--- src/rtl/cpu_bus_serializer.sv ---
// Bridges a wide CPU bus transaction onto PIN_W-bit pins: address beats, a command beat,
// optional write-data beats, a ready wait with timeout, then read-data capture.
module cpu_bus_serializer #(
    parameter int ADDR_W   = 32,
    parameter int DATA_W   = 32,
    parameter int PIN_W    = 8,
    parameter int WAIT_MAX = 15
) (
    input  logic              clk,
    input  logic              rst_n,
    input  logic              cpu_req,
    input  logic              cpu_we,
    input  logic [ADDR_W-1:0] cpu_addr,
    input  logic [DATA_W-1:0] cpu_wdata,
    output logic [DATA_W-1:0] cpu_rdata,
    output logic              cpu_done,
    output logic              cpu_err,
    output logic              cpu_busy,
    output logic [PIN_W-1:0]  pin_out,
    output logic              pin_strobe,
    output logic [PIN_W-1:0]  pin_dout,
    output logic [PIN_W-1:0]  pin_oe,
    input  logic [PIN_W-1:0]  pin_din,
    input  logic              pin_ready
);

    localparam int ABEATS = ADDR_W / PIN_W;
    localparam int DBEATS = DATA_W / PIN_W;
    localparam int MAXB   = (ABEATS > DBEATS) ? ABEATS : DBEATS;
    localparam int CNT_W  = $clog2(MAXB + 1);
    localparam int WAIT_W = $clog2(WAIT_MAX + 1);

    typedef enum logic [2:0] {
        S_IDLE  = 3'd0,
        S_ADDR  = 3'd1,
        S_CMD   = 3'd2,
        S_WDATA = 3'd3,
        S_WAIT  = 3'd4,
        S_RDATA = 3'd5,
        S_DONE  = 3'd6
    } state_t;

    state_t              state_q, state_d;
    logic                we_q, we_d;
    logic [ADDR_W-1:0]   addr_q, addr_d;
    logic [DATA_W-1:0]   wdata_q, wdata_d;
    logic [CNT_W-1:0]    beat_q, beat_d;
    logic [WAIT_W-1:0]   wait_q, wait_d;
    logic [DATA_W-1:0]   shift_q, shift_d;
    logic [DATA_W-1:0]   rdata_q, rdata_d;
    logic                tmo_d;
    logic [PIN_W-1:0]    pin_out_q, pin_out_d;
    logic                strobe_q, strobe_d;
    logic [PIN_W-1:0]    dout_q, dout_d;
    logic [PIN_W-1:0]    oe_q, oe_d;
    logic                done_q, done_d;
    logic                err_q, err_d;
    logic                busy_q, busy_d;

    always_ff @(posedge clk or negedge rst_n) begin
        if (!rst_n) begin
            state_q   <= S_IDLE;
            we_q      <= 1'b0;
            addr_q    <= '0;
            wdata_q   <= '0;
            beat_q    <= '0;
            wait_q    <= '0;
            shift_q   <= '0;
            rdata_q   <= '0;
            pin_out_q <= '0;
            strobe_q  <= 1'b0;
            dout_q    <= '0;
            oe_q      <= '0;
            done_q    <= 1'b0;
            err_q     <= 1'b0;
            busy_q    <= 1'b0;
        end else begin
            state_q   <= state_d;
            we_q      <= we_d;
            addr_q    <= addr_d;
            wdata_q   <= wdata_d;
            beat_q    <= beat_d;
            wait_q    <= wait_d;
            shift_q   <= shift_d;
            rdata_q   <= rdata_d;
            pin_out_q <= pin_out_d;
            strobe_q  <= strobe_d;
            dout_q    <= dout_d;
            oe_q      <= oe_d;
            done_q    <= done_d;
            err_q     <= err_d;
            busy_q    <= busy_d;
        end
    end

    always_comb begin
        state_d = state_q;
        we_d    = we_q;
        addr_d  = addr_q;
        wdata_d = wdata_q;
        beat_d  = beat_q;
        wait_d  = wait_q;
        shift_d = shift_q;
        rdata_d = rdata_q;
        tmo_d   = 1'b0;

        case (state_q)
            S_IDLE: begin
                if (cpu_req) begin
                    we_d    = cpu_we;
                    addr_d  = cpu_addr;
                    wdata_d = cpu_wdata;
                    beat_d  = '0;
                    state_d = S_ADDR;
                end
            end
            S_ADDR: begin
                if (beat_q == CNT_W'(ABEATS - 1)) begin
                    beat_d  = '0;
                    state_d = S_CMD;
                end else begin
                    beat_d = beat_q + 1'b1;
                end
            end
            S_CMD: begin
                beat_d  = '0;
                wait_d  = '0;
                state_d = we_q ? S_WDATA : S_WAIT;
            end
            S_WDATA: begin
                if (beat_q == CNT_W'(DBEATS - 1)) begin
                    beat_d  = '0;
                    wait_d  = '0;
                    state_d = S_WAIT;
                end else begin
                    beat_d = beat_q + 1'b1;
                end
            end
            S_WAIT: begin
                if (pin_ready) begin
                    beat_d  = '0;
                    state_d = we_q ? S_DONE : S_RDATA;
                end else if (wait_q == WAIT_W'(WAIT_MAX - 1)) begin
                    tmo_d   = 1'b1;
                    state_d = S_DONE;
                end else begin
                    wait_d = wait_q + 1'b1;
                end
            end
            S_RDATA: begin
                shift_d[int'(beat_q)*PIN_W +: PIN_W] = pin_din;
                if (beat_q == CNT_W'(DBEATS - 1)) begin
                    rdata_d = shift_d;
                    beat_d  = '0;
                    state_d = S_DONE;
                end else begin
                    beat_d = beat_q + 1'b1;
                end
            end
            S_DONE:  state_d = S_IDLE;
            default: state_d = S_IDLE;
        endcase

        // Outputs are registered, so they are derived from the state being entered.
        pin_out_d = '0;
        strobe_d  = 1'b0;
        dout_d    = '0;
        oe_d      = '0;
        done_d    = 1'b0;
        err_d     = 1'b0;
        busy_d    = (state_d != S_IDLE);
        case (state_d)
            S_ADDR: begin
                pin_out_d = addr_d[int'(beat_d)*PIN_W +: PIN_W];
                strobe_d  = 1'b1;
            end
            S_CMD: begin
                pin_out_d = PIN_W'(2) | PIN_W'(we_d);
                strobe_d  = 1'b1;
            end
            S_WDATA: begin
                dout_d   = wdata_d[int'(beat_d)*PIN_W +: PIN_W];
                oe_d     = '1;
                strobe_d = 1'b1;
            end
            S_DONE: begin
                done_d = 1'b1;
                err_d  = tmo_d;
            end
            default: ;
        endcase
    end

    assign cpu_rdata  = rdata_q;
    assign cpu_done   = done_q;
    assign cpu_err    = err_q;
    assign cpu_busy   = busy_q;
    assign pin_out    = pin_out_q;
    assign pin_strobe = strobe_q;
    assign pin_dout   = dout_q;
    assign pin_oe     = oe_q;

endmodule

--- config.mk ---
export PLATFORM = sky130hd
export DESIGN_NAME = cpu_bus_serializer
export DESIGN_NICKNAME = d
export VERILOG_FILES = /design/src/rtl/cpu_bus_serializer.sv
export SDC_FILE = /design/constraint.sdc
export NUM_CORES = 1
export LEC_CHECK = 0
export ABC_CLOCK_PERIOD_IN_PS = 6030
export BUFFER_PORTS_ARGS = -buffer_cell sky130_fd_sc_hd__buf_2
export CAP_MARGIN = 20
export CORE_ASPECT_RATIO = 0.8
export CORE_MARGIN = 2
export CORE_UTILIZATION = 25
export DETAILED_ROUTE_END_ITERATION = 10
export HOLD_SLACK_MARGIN = 0.06
export SLEW_MARGIN = 15
export SYNTH_ARGS = -nofsm -noshare
export SYNTH_HDL_FRONTEND = slang
export SYNTH_SLANG_ARGS = --single-unit
--- constraint.sdc ---
create_clock -name clk -period 6.03 [get_ports clk]
set_clock_uncertainty 0.05 [all_clocks]
set_input_delay 0.603 -clock clk [delete_from_list [all_inputs] [get_ports clk]]
set_output_delay 0.603 -clock clk [all_outputs]
set_load 0.05 [all_outputs]
==> run_results.csv <==
group,metric,value,unit
place,place.gp.congestion,0.7511,
cts,post_cts_buffers,0,
worst_setup_path,path_cells,"inv_1 > ha_1 > ha_1 > nor2b_1 > nand3_1 > nor2_1 > mux2_2",
timing,rsz0062_at_grt,"no",
synth,synthCells,531,
global_route,grt_pass1_vias,4475,
floorplan,die_y,153.1,um
power,pwr-share-comb,0.434,
cts,cts_made_buffers,17,
detailed_routing,drcViolationCount,0,
cells_and_area,drive_above_1_share,0.4054,
timing,fin_crit_sh,0.5150,
power,internal_power,3.027,mW
cts,cts-root-buf,"clkbuf_16",
worst_setup_path,cpLargestDelayFamily,"simple AND/OR/NAND/NOR gates",
cells_and_area,regArea,4004,sq um
cells_and_area,layout_commonest_cell,"dfrtp_1",
synth,yosysWarnings,0,
synth,synth_area,6949,sq um
global_route,antenna_found_initial,0,
synth,syn_area_per_cell,13.09,sq um
timing,hold_viol,0,
job,max_cap_viol_count,0,
floorplan,num_rows,54,
synth,synthArstFlopShare,1.000,
cells_and_area,finalNetCount,740,
floorplan,start_util,0.2546,
cells_and_area,antenna_cells,0,
detailed_routing,routedWlPerCell,15.76,um
timing,timing.final.ws_setup,2.924,ns
worst_setup_path,reg2reg_slack,2.92,ns
place,port_buffers,136,
global_route,grt_max_degree,94,
synth,ys.flop_type,"dfrtp_1",
worst_setup_path,slowest_delay,0.69,ns
status,status,"completed",
timing,max_freq,0.3220,GHz
detailed_routing,dr.pass1.iters,5,
floorplan,core,27300,sq um
synth,synth_edf_count,0,
synth,synth_cell_types,44,
timing,setup_tns,0,ns
detailed_routing,ant_nets,0,
timing,tightest_slew,0.9663,ns
detailed_routing,vias,4506,
power,pwr-share-seq,0.356,
power,switchingPower,2.020,mW
synth,yosysSeqAreaShare,0.5762,
cells_and_area,multi_input_area,2765,sq um
cts,cts_tree,"built",
cts,ctsHoldBuffers,0,
place,dp_hpwl,11110,um
floorplan,io_pins,137,
cells_and_area,syn2layout_area_growth,22.96,%
detailed_routing,wl,16310,um
power,p_leak,4.044,nW
worst_setup_path,crit_type,"reg -> reg",
cts,cts.repair.resized,0,
worst_setup_path,end_kind,"flop",
synth,synth_nets,613,
cts,h-tree-depth,4,
power,pwr_density_cell,590.7,nW/um^2
timing,finalSetupViolCount,0,
detailed_routing,avgViaCountPerCell,4.354,
cts,clock-sinks,160,
timing,period_needed,3.106,ns
worst_setup_path,crit_required,6.29,ns
hold_path,hp-class,"in -> async",
global_route,grt_first_pass_wirelength,25790,um
cells_and_area,layout_common_cells,"dfrtp_1 (160), buf_2 (135), mux2_2 (94)",
place,dp_slack,2.935,ns
worst_setup_path,cp_common_cell,"ha_1",
worst_setup_path,crit_buf_inv,1,
timing,slew_headroom,0.3534,
cells_and_area,fillers,2794,
cts,clk_latency,0.43,ns
worst_setup_path,slowest_stage,"nor2_1",
detailed_routing,initialDrtViolationCount,215,
floorplan,dieArea,29150,sq um
power,switching_share,0.4003,
synth,ys_seq_elements,160,
global_route,grt_use_total,0.1158,
timing,drv_slew,0,
worst_setup_path,start_kind,"flop",
power,pwr-share-clk,0.211,
cts,clkSlewWorstSetupHoldPaths,0.06,ns
worst_setup_path,path_max_fanout,9,
power,ir_drop,0.3295,mV
worst_setup_path,worstPathArrival,3.36,ns
cts,cts.path.max_buffers,2,
global_route,gr-total-overflow,0,
floorplan,die_w,190.4,um
==> kinds of logic (layout without fill, tap and decap cells) <==
group           after synthesis  count (layout)  share of synthesized area
flops                       160             160                     0.5762
compound gates               70              70                    0.06140
simple gates                 93              93                    0.06932
xor+xnor                      4               4                   0.005042
buf+inv                      40             180                    0.03151
fa+ha+maj                     5               5                   0.009003
mux                         159             159                     0.2476
==> worst register-to-register path, cell delays in order (launching register included) <==
cell and delay [ns]:
dfrtp_1 0.49, inv_1 0.13, ha_1 0.22, ha_1 0.29, nor2b_1 0.23, nand3_1 0.47, nor2_1 0.70, mux2_2 0.41
==> area by class of cell <==
cell class | count | area share
flip-flops and latches | 160 | 0.4686
well taps | 364 | 0.05330
multi-input cells | 331 | 0.3236
clock inverters | 6 | 0.009372
clock buffers | 26 | 0.05726
repair buffers | 141 | 0.08479
inverters | 7 | 0.003075
==> final timing paths <==
check	from	to	cells after the start
hold reg to reg	cpu_rdata[30]$_DFFE_PN0P_	cpu_rdata[30]$_DFFE_PN0P_	2
hold / removal	rst_n	addr_q[29]$_DFF_PN0_	1
setup / recovery	beat_q[0]$_DFF_PN0_	shift_q[13]$_DFFE_PN0N_	7
max in group asynchronous	rst_n	cpu_rdata[13]$_DFFE_PN0P_	2
min in group clk	cpu_wdata[27]	wdata_q[27]$_DFF_PN0_	2
setup reg to reg	beat_q[0]$_DFF_PN0_	shift_q[13]$_DFFE_PN0N_	7
==> flip-flops by register name (all words and copies together), names as in the netlist, 3 cells and up <==
register   flops
shift_q       32
wait_q         4
pin_dout       8
wdata_q       32
state_q        3
beat_q         3
cpu_rdata     32
addr_q        32
pin_out        8
==> through the flow <==
step / std cells / power (mW) / cell area, sq um / hold WS (ns) / utilization
3_3_place_gp: 1002 / 3.983 / 7968 / 0.4128 / 0.2919
6_report: 1035 / 5.047 / 8544 / 0.2120 / 0.3130
2_1_floorplan: 531 / 3.493 / 6949 / 0.2574 / -
4_1_cts: 1034 / 5.115 / 8537 / 0.2379 / 0.3128
3_5_place_dp: 1002 / 4.025 / 7968 / 0.4170 / 0.2919
5_1_grt: 1035 / 5.391 / 8544 / 0.2712 / 0.3130
==> cells in the mapped netlist, types with 3 or more instances <==
library cell  count  area [sq um]
a31oi_1           3         18.77
buf_2            10         50.05
buf_4            13         97.59
clkbuf_1          9         33.78
dfrtp_1         160          4004
ha_1              5         62.56
inv_1             7         26.28
mux2_1            9         101.4
mux2_2           94          1059
mux2i_1          56         560.5
nand2_1          41         153.9
nand2b_1          4         25.02
nand3_1           7         35.03
nand3b_1          4         30.03
nor2_1           13         48.80
nor2b_1           3         18.77
nor3_1            4         20.02
o211ai_1          3         22.52
o21ai_0          36         180.2
o21bai_1          3         22.52
o22ai_1           8         50.05
o2bb2ai_1         7         61.31
==> power by group through the flow <==
stage | logic (mW) | clock network (mW) | registers [mW]
after floorplan | 1.24 | 0 | 2.25
after global placement | 2.18 | 0 | 1.80
after detailed placement | 2.21 | 0 | 1.81
after CTS | 2.22 | 1.10 | 1.80
after global routing | 2.38 | 1.15 | 1.86
final | 2.19 | 1.06 | 1.80
==> layer usage <==
metal / wire, um / vias up / GRT usage
met3: 929 / 13 / 0.03008
met5: 0 / - / 0
met4: 162 / 0 / 0.03654
met1: 8517 / 2222 / 0.1737
met2: 6699 / 135 / 0.1605
li1: - / 2136 / -
No activity file was read; power rests on OpenSTA's default activity.
